<file path="src/rtl/instruction_fetch_pkg.sv">
// Shared definitions for the IF stage: default words, state encoding and the IF/ID payload.
// The ID and EX stages reuse these definitions.
package instruction_fetch_pkg;

    localparam logic [31:0] DEF_RESET_PC  = 32'h0000_0000;
    localparam logic [31:0] DEF_NOP_WORD  = 32'h0000_0000;
    localparam logic [31:0] DEF_HALT_WORD = 32'hFFFF_FFFF;
    localparam logic [31:0] PC_STEP       = 32'd4;

    typedef enum logic {
        S_FETCH  = 1'b0,
        S_HALTED = 1'b1
    } if_state_e;

    typedef struct packed {
        logic [31:0] instr;
        logic [31:0] pc_plus4;
        logic        valid;
    } if_id_t;

    // Fetch addresses are word aligned; the low two bits of any target are dropped.
    function automatic logic [31:0] align_word(input logic [31:0] addr);
        return {addr[31:2], 2'b00};
    endfunction

endpackage

</file>
<file path="src/rtl/instruction_fetch_if.sv">
// Bus between the IF stage and its environment: imem port, hazard/redirect inputs,
// and the IF/ID register outputs that feed decode.
interface instruction_fetch_if;

    logic        stall;
    logic        branch_taken;
    logic [31:0] branch_target;
    logic [31:0] imem_addr;
    logic [31:0] imem_data;
    logic [31:0] if_id_instr;
    logic [31:0] if_id_pc_plus4;
    logic        if_id_valid;
    logic [15:0] immediate;
    logic        halted;

    modport master (
        input  stall,
        input  branch_taken,
        input  branch_target,
        input  imem_data,
        output imem_addr,
        output if_id_instr,
        output if_id_pc_plus4,
        output if_id_valid,
        output immediate,
        output halted
    );

    modport slave (
        output stall,
        output branch_taken,
        output branch_target,
        output imem_data,
        input  imem_addr,
        input  if_id_instr,
        input  if_id_pc_plus4,
        input  if_id_valid,
        input  immediate,
        input  halted
    );

endinterface

</file>
<file path="src/rtl/instruction_fetch_if_id_register.sv">
// IF/ID pipeline register: reset and flush insert a bubble, load captures, otherwise hold.
// Later pipeline registers follow this same shape.
module if_id_register
    import instruction_fetch_pkg::*;
#(
    parameter logic [31:0] NOP_WORD = DEF_NOP_WORD
) (
    input  logic   clk_i,
    input  logic   rst_i,
    input  logic   load_i,
    input  logic   flush_i,
    input  if_id_t d_i,
    output if_id_t q_o
);

    if_id_t q_q;

    always_ff @(posedge clk_i) begin
        if (rst_i || flush_i) begin
            q_q <= '{instr: NOP_WORD, pc_plus4: 32'd0, valid: 1'b0};
        end else if (load_i) begin
            q_q <= d_i;
        end
    end

    assign q_o = q_q;

endmodule

</file>
<file path="src/rtl/instruction_fetch.sv">
// IF stage: byte-addressed PC, next-PC selection, FETCH/HALTED control and the IF/ID register.
// Edge priority is reset > redirect > stall > halt word > normal fetch.
module instruction_fetch
    import instruction_fetch_pkg::*;
#(
    parameter logic [31:0] RESET_PC  = DEF_RESET_PC,
    parameter logic [31:0] NOP_WORD  = DEF_NOP_WORD,
    parameter logic [31:0] HALT_WORD = DEF_HALT_WORD
) (
    input  logic                clk,
    input  logic                reset,
    instruction_fetch_if.master bus
);

    if_state_e   state_q;
    logic        halted_q;
    logic [31:0] pc_q;
    logic [31:0] pc_d;
    logic [31:0] pc_plus4;
    logic        halt_seen;
    logic        ifid_load;
    logic        ifid_flush;
    if_id_t      ifid_d;
    if_id_t      ifid_q;

    assign pc_plus4  = pc_q + PC_STEP;
    assign halt_seen = (state_q == S_FETCH) && (bus.imem_data == HALT_WORD);

    always_comb begin
        pc_d       = pc_q;
        ifid_load  = 1'b0;
        ifid_flush = 1'b0;
        if (bus.branch_taken) begin
            pc_d       = align_word(bus.branch_target);
            ifid_flush = 1'b1;
        end else if (!bus.stall) begin
            if ((state_q == S_HALTED) || halt_seen) begin
                ifid_flush = 1'b1;
            end else begin
                pc_d      = pc_plus4;
                ifid_load = 1'b1;
            end
        end
    end

    // halted_q mirrors the state so the output comes straight from a flop.
    always_ff @(posedge clk) begin
        if (reset) begin
            pc_q     <= align_word(RESET_PC);
            state_q  <= S_FETCH;
            halted_q <= 1'b0;
        end else begin
            pc_q <= pc_d;
            if (bus.branch_taken) begin
                state_q  <= S_FETCH;
                halted_q <= 1'b0;
            end else if (!bus.stall && halt_seen) begin
                state_q  <= S_HALTED;
                halted_q <= 1'b1;
            end
        end
    end

    assign ifid_d = '{instr: bus.imem_data, pc_plus4: pc_plus4, valid: 1'b1};

    if_id_register #(
        .NOP_WORD (NOP_WORD)
    ) u_if_id (
        .clk_i   (clk),
        .rst_i   (reset),
        .load_i  (ifid_load),
        .flush_i (ifid_flush),
        .d_i     (ifid_d),
        .q_o     (ifid_q)
    );

    assign bus.imem_addr      = pc_q;
    assign bus.if_id_instr    = ifid_q.instr;
    assign bus.if_id_pc_plus4 = ifid_q.pc_plus4;
    assign bus.if_id_valid    = ifid_q.valid;
    assign bus.immediate      = ifid_q.instr[15:0];
    assign bus.halted         = halted_q;

endmodule

</file>
<file path="src/flat_wrapper.sv">
// flat-port wrapper written by rule: the top's interface ports become plain ports
module instruction_fetch_flat import instruction_fetch_pkg::*;
#(
    parameter logic [31:0] RESET_PC  = DEF_RESET_PC,
    parameter logic [31:0] NOP_WORD  = DEF_NOP_WORD,
    parameter logic [31:0] HALT_WORD = DEF_HALT_WORD
)
  (clk, reset, bus_stall, bus_branch_taken, bus_branch_target, bus_imem_data, bus_imem_addr, bus_if_id_instr, bus_if_id_pc_plus4, bus_if_id_valid, bus_immediate, bus_halted);
  instruction_fetch_if bus_i ();
  input  logic clk;
  input  logic reset;
  input wire logic [$bits(bus_i.stall)-1:0] bus_stall;
  input wire logic [$bits(bus_i.branch_taken)-1:0] bus_branch_taken;
  input wire logic [$bits(bus_i.branch_target)-1:0] bus_branch_target;
  input wire logic [$bits(bus_i.imem_data)-1:0] bus_imem_data;
  output wire logic [$bits(bus_i.imem_addr)-1:0] bus_imem_addr;
  output wire logic [$bits(bus_i.if_id_instr)-1:0] bus_if_id_instr;
  output wire logic [$bits(bus_i.if_id_pc_plus4)-1:0] bus_if_id_pc_plus4;
  output wire logic [$bits(bus_i.if_id_valid)-1:0] bus_if_id_valid;
  output wire logic [$bits(bus_i.immediate)-1:0] bus_immediate;
  output wire logic [$bits(bus_i.halted)-1:0] bus_halted;
  assign bus_i.stall = bus_stall;
  assign bus_i.branch_taken = bus_branch_taken;
  assign bus_i.branch_target = bus_branch_target;
  assign bus_i.imem_data = bus_imem_data;
  assign bus_imem_addr = bus_i.imem_addr;
  assign bus_if_id_instr = bus_i.if_id_instr;
  assign bus_if_id_pc_plus4 = bus_i.if_id_pc_plus4;
  assign bus_if_id_valid = bus_i.if_id_valid;
  assign bus_immediate = bus_i.immediate;
  assign bus_halted = bus_i.halted;
  instruction_fetch #(.RESET_PC(RESET_PC), .NOP_WORD(NOP_WORD), .HALT_WORD(HALT_WORD)) u_core (.clk(clk), .reset(reset), .bus(bus_i));
endmodule
</file>
<file path="config.mk">
export PLATFORM = sky130hd
export DESIGN_NAME = instruction_fetch_flat
export DESIGN_NICKNAME = d
export VERILOG_FILES = /design/src/rtl/instruction_fetch_pkg.sv /design/src/rtl/instruction_fetch_if.sv /design/src/rtl/instruction_fetch_if_id_register.sv /design/src/rtl/instruction_fetch.sv /design/src/flat_wrapper.sv
export SDC_FILE = /design/constraint.sdc
export NUM_CORES = 1
export LEC_CHECK = 0
export ABC_AREA = 1
export BUFFER_PORTS_ARGS = -buffer_cell sky130_fd_sc_hd__buf_4
export CORE_ASPECT_RATIO = 0.75
export CORE_MARGIN = 1.5
export CORE_UTILIZATION = 50
export DETAILED_ROUTE_END_ITERATION = 6
export PLACE_DENSITY = 0.84
export SYNTH_ARGS = -nofsm -noshare
export SYNTH_HDL_FRONTEND = slang
export SYNTH_SLANG_ARGS = --single-unit
</file>
<file path="constraint.sdc">
create_clock -name clk -period 2 [get_ports clk]
set_clock_uncertainty 0.1 [all_clocks]
set_input_delay 0.4 -clock clk [delete_from_list [all_inputs] [get_ports clk]]
set_output_delay 0.4 -clock clk [all_outputs]
set_load 0.05 [all_outputs]
</file>
* After elaboration in Yosys (flattened, before gate mapping)
Cells that the tools add are included.
** Storage, ports and cells
- Register bits :: 98
- Output and inout bits :: 114
- Input bits :: 68
- Logic and storage cells :: 30
** Cells by class
- Bitwise gates (word level) :: 3
- Multiplexer cells :: 9
- Add/subtract/negate cells :: 1
- Eq/ne operators :: 3
- Reductions and logical operators :: 8
** Operators with widths (count)
- $mux 32 :: 3
- $add 32x3->32 const B :: 1
- $eq 32x32->1 const B :: 1
- $mux 1 :: 6
- $reduce_and 2->1 :: 2
- $not 1->1 :: 3
- $logic_and 1x1->1 :: 2
- $logic_or 1x1->1 :: 2
- $ne 2x1->1 const B :: 1
- $ne 2x2->1 const B :: 1
- $reduce_or 2->1 :: 1
- $logic_not 1->1 :: 1

* Logic depth before layout (Yosys ltp)
Gate-level depths: netlist (run 1).
- Depth after elaboration :: 7
- Gate-level depth with buffers :: 12
- Depth with buffers taken out :: 12

* Cells and area by module
From an unflattened synthesis (run 1), not the netlist that was laid out.
** Unflattened totals
- Cells, all modules :: 902
- Area total of the unflattened synthesis :: 5388.9 µm²
** By module, submodules not included
- instruction_fetch :: instances 1, area an instance 2743.9 µm², seq. area each 620.6 µm², cells each 490
- if_id_register :: instances 1, area an instance 2645.0 µm², seq. area each 1301.2 µm², cells each 412

* Worst setup path after synthesis (run 1)
No wires, ideal clock.
- Path kind :: register to register
- Start :: register u_core.pc_q[2], in the netlist u_core.bus.imem_addr[2]
- End :: register u_core.pc_q[18], in the netlist u_core.bus.imem_addr[18]
- Slack :: -0.002 ns
- Cell stages (with the launch flop) :: 11
- Arrival :: 1.828 ns
- Library setup time :: 0.074 ns
- Buffers on the path :: 0
- Required time :: 1.826 ns
- Clock period less this slack :: 2.002 ns
- Cell sequence :: dfxtp_1 -> ha_1 -> nand2_1 -> nor2_2 -> nand2_1 -> nor2_1 -> xor2_1 -> nand2_1 -> nand2_1 -> nand2_1 -> a21oi_1
** Between the ends
- Cells in the longest elaborated chain, start to end :: 4
** RTL lines
- start, declared :: RTL line instruction_fetch.sv:17 : logic [31:0] pc_q;
- start signal, assigned :: RTL line instruction_fetch.sv:49 : pc_q <= align_word(RESET_PC);
- start signal, assigned :: RTL line instruction_fetch.sv:53 : pc_q <= pc_d;
- $add 32x3->32 :: RTL line instruction_fetch.sv:26 : assign pc_plus4 = pc_q + PC_STEP;
- $mux 32 :: RTL line instruction_fetch.sv:37 : if ((state_q == S_HALTED) || halt_seen) begin
- $mux 32 :: RTL line instruction_fetch.sv:36 : end else if (!bus.stall) begin
- $mux 32 :: RTL line instruction_fetch.sv:33 : if (bus.branch_taken) begin
Every way passes these cells. The select of a mux whose other input is x is not followed.
A chain may end at the register's enable or synchronous reset.

* Final worst setup path (run 1)
- Start :: register u_core.pc_q[14], in the netlist u_core.bus.imem_addr[14]
- End :: register u_core.pc_q[21], in the netlist u_core.bus.imem_addr[21]
Same word-level chain as after synthesis.

==> metrics.md, run 1 <==
| Metric | Value |
|---|---|
| Status | `finished clean` |
| Mapped Avg Cell Area | `about 6.6 µm²` |
| Final Non-Filler Cells | `slightly above 1k` |
| DRT iter0 DRCs | `around 370` |
| GP Congestion | `~0.9` |
| Initial antenna violation count | `0` |
| Most numerous cell in the Yosys netlist | `nand2_1` |
| DR DRC count | `0` |
| HPWL after detailed placement | `between 10000 and 15000 µm` |
| Total CTS buffers | `9` |
| Vias in the first global route | `between 4k and 5k` |
| DR pass1 iterations | `5` |
| Die X | `around 120 µm` |
| Nets | `about 970` |
| Ports | `approximately 180` |
| Min Tclk post-route | `1.86 ns` |
| Seq/Total Area, Yosys | `38.4%` |
| Most common cell on crit path | `nor2_1` |
| Synth cell types | `36` |
| Top post-synthesis cells by count | `nand2_1 (293), dfxtp_1 (94), nor2_1 (76)` |
| CP Cell Sequence | `nand2_1 -> nor2_1 -> nand2_1 -> nor2_1 -> nand2_1 -> xor2_1 -> nor2_1 -> nor2_1 -> nor2_1` |
| Routed wire length | `between 10000 and 15000 µm` |
| Worst path required time | `2.13 ns` |
| Die area | `between 10000 and 15000 µm²` |
| Vias | `5166` |
| Grt total ovfl | `0` |
| Clock Pin Slew Worst Setup and Hold Paths | `~0.07 ns` |
| LEAKAGE | `2.91 nW` |
| CP Class | `reg -> reg` |
| Count of flip-flops with a built-in enable after synthesis | `0` |
| CTS Sinks | `94` |
| Startpoint types | `flip-flop` |
| Later-pin clock latency in the skew report | `0.34 ns` |
| Final setup violation count | `0` |
| # rows | `31` |
| Routed Antenna Nets | `0` |
| Total power after layout | `about 4.6 mW` |
| Period utilization | `just over 90%` |
| Port bufs | `~180` |
| Largest net degree at the start of global routing | `38` |
| Synth-to-Final Area Change | `35.0%` |
| Cell depth of the worst flop-to-flop path | `9` |
| H-tree depth | `3` |
| Ys async rst share | `0%` |
| Vias/cell | `roughly 5` |
| Ant. Diodes | `0` |
| Max Fclk | `537 MHz` |
| CTS tree | `done` |
| Synth top area cells | `dfxtp_1 (38%), nand2_1 (22%), a21oi_1 (6.5%), nor2_1 (5.8%), nand3_1 (3.6%)` |
| Chip height | `just under 90 µm` |
| RSZ-0062 raised after global routing | `yes` |
| Initial core utilization | `approximately half` |
| Critical path arrival | `between 1.5 and 2 ns` |
| Slew Limit Fails | `0` |
| Core area | `between 9000 and 10000 µm²` |
| Synth Cell Area | `~4900 µm²` |
| Final hold viol count | `0` |
| Crit Path Max Fanout | `6` |
| CP peak stage delay | `0.48 ns` |
| Layout cells sized above 1 | `29.5%` |
| Fill cell count | `844` |
| GRT Util Overall | `~27%` |
| Clock buffer depth | `2` |
| Most used DFF post-synth | `dfxtp_1` |
| Pwr dens | `approximately 690 nW/µm²` |
| YS warnings | `0` |
| Critical path endpoint category | `flip-flop` |
| Most area-hungry cell type in the Yosys netlist | `dfxtp_1` |
| Crit-path slowest cell | `dfxtp_1` |
| First-pass GRT wire length | `around 22000 µm` |
| Hold Path Depth | `3` |
| Syn Inst Count | `~740` |
| Max IR drop VDD | `between 0.3 and 0.4 mV` |
| Post-layout util | `69.0%` |
| Yosys reg bits | `94` |
| Root buf cell | `clkbuf_16` |
| DR WL/cell | `between 10 and 15 µm` |
| Max-cap viol count | `0` |
| Post-synth top area share | `~38%` |
| Worst hold path type | `in -> reg` |
| Cells after DPL | `slightly above 1k` |
==> path summary, 6_finish.rpt <==
| path | to | from | slack [ns] |
|---|---|---|---|
| max | u_core.bus.imem_addr[21]$_SDFFE_PP0P_ | u_core.bus.imem_addr[14]$_SDFFE_PP0P_ | 0.14 |
| min | u_core.u_if_id.q_o[58]$_SDFFE_PP0P_ | bus_imem_data[25] | 0.22 |
| max reg2reg | u_core.bus.imem_addr[21]$_SDFFE_PP0P_ | u_core.bus.imem_addr[14]$_SDFFE_PP0P_ | 0.14 |
| min reg2reg | u_core.u_if_id.q_o[0]$_SDFFE_PP0P_ | u_core.u_if_id.q_o[0]$_SDFFE_PP0P_ | 0.35 |
==> through the flow <==
step / area [µm²] / setup TNS (ns) / setup WS, ns / hold slack (ns)
4_1_cts: 6590 / 0 / 0.142 / 0.213
5_1_grt: 6610 / -0.0559 / -0.0351 / 0.223
3_3_place_gp: 6290 / 0 / 0.0767 / 0.339
2_1_floorplan: 4910 / 0 / 0.00433 / 0.444
6_report: 6610 / 0 / 0.138 / 0.224
3_5_place_dp: 6290 / 0 / 0.0555 / 0.344
==> routing by layer <==
metal  GRT usage, %  vias to the layer above  part of all wire [%]
li1               -                     2609                     -
met1           38.7                     2368                    47
met2           41.4                      176                    45
met3           6.16                       13                   7.5
met4           5.37                        0                  0.79
met5              0                        -                     0
==> report_power, final <==
group | switching (mW) | internal (mW) | total (mW)
clock network | 0.739 | 0.999 | 1.74
registers | 0.0694 | 1.93 | 2.00
logic | 0.533 | 0.295 | 0.828
==> repair_timing <==
item                       4_1_cts  5_1_grt
setup endpoints to repair        0        7
hold buffers                     0        0
gates resized for setup          0        5
setup buffers                    0        1
==> cell usage in the layout, fill, tap and decap left out, drive strengths merged, types with 3 or more instances in the layout <==
cell type  count
o21a           6
nand3         37
dfxtp         94
xor2           8
conb           4
a21oi         76
o21ai          8
xnor2          3
buf          197
nand3b         7
nor2          91
clkbuf        10
inv           38
nand2        309
==> area by class of cell <==
cell class / instances / area (µm²) / area share (%)
multi-input cells: 557 / 2570 / 38.9
flip-flops and latches: 94 / 1880 / 28.5
repair buffers: 197 / 1540 / 23.3
clock buffers: 10 / 239 / 3.61
well taps: 132 / 165 / 2.50
inverters: 38 / 148 / 2.23
clock inverters: 5 / 58.8 / 0.889
==> kinds of logic after synthesis <==
kind of cell               Yosys count  share of synthesized area, %
other                                1                        0.0766
adders and majority gates            1                         0.255
DFF                                 94                          38.4
xor gates and xnor gates            11                          1.97
buffers and inverters               89                          9.68
and+or+nand+nor                    449                          38.9
AOI/OAI and AO/OA                   92                          10.7
==> registers in the layout, indices dropped and copies added, names as in the netlist <==
name	count
u_core.bus.imem_addr	30
u_core.state_q	1
u_core.u_if_id.q_o	63
==> critical path, delay by kind of cell, from the launching register on <==
family	cells	cell delay [ns]
simple gates	8	0.82
flops	1	0.48
xor+xnor	1	0.35
(Power assumes the default switching activity.)
==> run 2, diff against run 1 <==
--- a/config.mk
+++ b/config.mk
@@ -9,9 +9,9 @@
 export BUFFER_PORTS_ARGS = -buffer_cell sky130_fd_sc_hd__buf_4
 export CORE_ASPECT_RATIO = 0.75
 export CORE_MARGIN = 1.5
-export CORE_UTILIZATION = 50
+export CORE_UTILIZATION = 30
 export DETAILED_ROUTE_END_ITERATION = 6
-export PLACE_DENSITY = 0.84
+export PLACE_DENSITY = 0.56
 export SYNTH_ARGS = -nofsm -noshare
 export SYNTH_HDL_FRONTEND = slang
 export SYNTH_SLANG_ARGS = --single-unit
==> metrics.md, run 2 (synthesized netlist as in run 1, its figures left out) <==
| Metric | Value |
|---|---|
| GRT Util Overall | `18.7% (was 26.9%)` |
| Met3 usage | `4.56% (was 6.16%)` |
| # rows | `40 (was 31)` |
| Met1 usage in global routing | `27.7% (was 38.7%)` |
| GP Congestion | `0.858 (was 0.926)` |
| CTS Sinks | `94 (unchanged)` |
| RSZ-0062 raised after global routing | `yes (unchanged)` |
| Placed cell areas | `6450 µm² (was 6290 µm²)` |
| Die area | `17100 µm² (was 10400 µm²)` |
| Clock Pin Slew Worst Setup and Hold Paths | `0.07 ns (about the same)` |
| Vias | `4959 (was 5166)` |
| PnR worst setup slack | `0.201 ns (was 0.138 ns)` |
| Port bufs | `175 (unchanged)` |
| Setup tns final | `0 ns (unchanged)` |
| Initial core utilization | `30.6% (was 51.1%)` |
| Root buf cell | `clkbuf_16 (unchanged)` |
| HPWL after detailed placement | `12100 µm (was 10700 µm)` |
| Largest net degree at the start of global routing | `33 (was 38)` |
| LEAKAGE | `2.98 nW (was 2.91 nW)` |
| Layout cells sized above 1 | `30.0% (was 29.5%)` |
| Max Fclk | `556 MHz (was 537 MHz)` |
| Status | `finished clean (unchanged)` |
| Routed Antenna Nets | `0 (unchanged)` |
| Die X | `151 µm (was 117 µm)` |
| Synth-to-Final Area Change | `39.1% (was 35.0%)` |
| Routed wire length | `15800 µm (was 14100 µm)` |
| Period utilization | `89.9% (was 93.1%)` |
| DRT iter0 DRCs | `313 (was 366)` |
| Ports | `182 (unchanged)` |
| Critical path arrival | `1.98 ns (was 1.99 ns)` |
| Final Non-Filler Cells | `1119 (was 1033)` |
| Vias in the first global route | `4602 (was 4427)` |
| First-pass GRT wire length | `24500 µm (was 21800 µm)` |
| Total CTS buffers | `9 (unchanged)` |
| Hold Path Depth | `3 (unchanged)` |
| Clock buffer depth | `2 (unchanged)` |
| DR DRC count | `0 (unchanged)` |
| Grt total ovfl | `0 (unchanged)` |
| Most common cell after layout, fill and taps aside | `nand2_1 (unchanged)` |
| Nets | `973 (was 966)` |
| Met2 Track Usage GR | `26.9% (was 41.4%)` |
| Max IR drop VDD | `0.377 mV (was 0.353 mV)` |
| Crit Path Max Fanout | `6 (unchanged)` |
| Post-route cell area | `6810 µm² (was 6610 µm²)` |
| Initial antenna violation count | `0 (unchanged)` |
| CTS tree | `done (unchanged)` |
| CTS Hold Bufs | `0 (unchanged)` |
| Top Usage Layer GRT | `met1 (was met2)` |
| CP Class | `reg -> reg (unchanged)` |
| Critical path endpoint category | `flip-flop (unchanged)` |
| Max-cap viol count | `0 (unchanged)` |
| Ant. Diodes | `0 (unchanged)` |
| Most frequent cells in the layout | `nand2_1 (293), buf_4 (199), dfxtp_1 (91) (was nand2_1 (293), buf_4 (192), dfxtp_1 (92))` |
| Slew Limit Fails | `0 (unchanged)` |
| Cells after DPL | `1103 (was 1017)` |
| Chip height | `114 µm (was 88.7 µm)` |
| H-tree depth | `3 (unchanged)` |
| Cell depth of the worst flop-to-flop path | `10 (was 9)` |
| R2R setup slack | `0.20 ns (was 0.14 ns)` |
| Post-layout util | `42.5% (was 69.0%)` |
| Final setup violation count | `0 (unchanged)` |
| Worst hold path type | `in -> reg (unchanged)` |
| Worst path required time | `2.19 ns (was 2.13 ns)` |
| Min Tclk post-route | `1.80 ns (was 1.86 ns)` |
| Max FFs per register | `63 (unchanged)` |
| Dpl ws | `0.0753 ns (was 0.0555 ns)` |
| Core area | `16000 µm² (was 9580 µm²)` |
| Final hold viol count | `0 (unchanged)` |
| Vias/cell | `4.43 (was 5.00)` |
| Pwr dens | `720 nW/µm² (was 690 nW/µm²)` |
| Later-pin clock latency in the skew report | `0.35 ns (was 0.34 ns)` |
| DR pass1 iterations | `7 (was 5)` |
| DR WL/cell | `14.1 µm (was 13.6 µm)` |
| Startpoint types | `flip-flop (unchanged)` |
[run 2: cell count changes in the layout (fill, tap and decap cells not counted), sizes merged]
cell,before,now
bufinv,1,3
clkinvlp,2,0
buf,197,204
clkbuf,10,11
[run 2: cell type report]
class / count / area (µm²)
well taps: 210 / 263
flip-flops and latches: 94 / 1890
inverters: 38 / 148
multi-input cells: 557 / 2560
repair buffers: 204 / 1590
clock buffers: 11 / 253
clock inverters: 5 / 104
fillers: 1692 / 9200
[run 2: layer usage]
layer  vias up  routed length, µm
met5         -                  0
met4         0                155
met3        11               1180
met2       134               6420
met1      2187               8030
li1       2627                  -
[run 2: report_power, final]
group          switching [mW]  leakage (nW)  internal (mW)
Sequential             0.0677         0.766           1.93
Combinational           0.544          2.04          0.303
Clock                   0.769         0.176           1.29
[run 2: final timing paths]
kind / endpoint / startpoint
hold reg to reg: u_core.u_if_id.q_o[24]$_SDFFE_PP0P_ / u_core.u_if_id.q_o[24]$_SDFFE_PP0P_
setup reg to reg: u_core.bus.imem_addr[18]$_SDFFE_PP0P_ / u_core.bus.imem_addr[2]$_SDFFE_PP0P_
setup / recovery: u_core.bus.imem_addr[18]$_SDFFE_PP0P_ / u_core.bus.imem_addr[2]$_SDFFE_PP0P_
hold / removal: u_core.u_if_id.q_o[38]$_SDFFE_PP0P_ / bus_imem_data[5]
[run 2: metrics by stage]
stage / power, mW / hold slack, ns
CTS: 4.97 / 0.192
finish: 4.91 / 0.204
floorplan: 2.56 / 0.444
detailed placement: 2.89 / 0.355
global placement: 2.89 / 0.339
global route: 5.11 / 0.197
[run 2: critical path, stage by stage (launching register included)]
cell and delay (ns):
dfxtp_2 0.38, ha_1 0.18, nand2_1 0.08, nor2_2 0.16, nand2_1 0.13, nor2_1 0.14, xor2_1 0.25, nand2_1 0.08
nand2_1 0.06, nand2_1 0.05, a21oi_1 0.12
[run 2: what timing repair did]
item / 4_1_cts / 5_1_grt
gates resized for setup: 0 / 3
buffers inserted: 0 / 0
endpoints found under the setup margin: 0 / 9
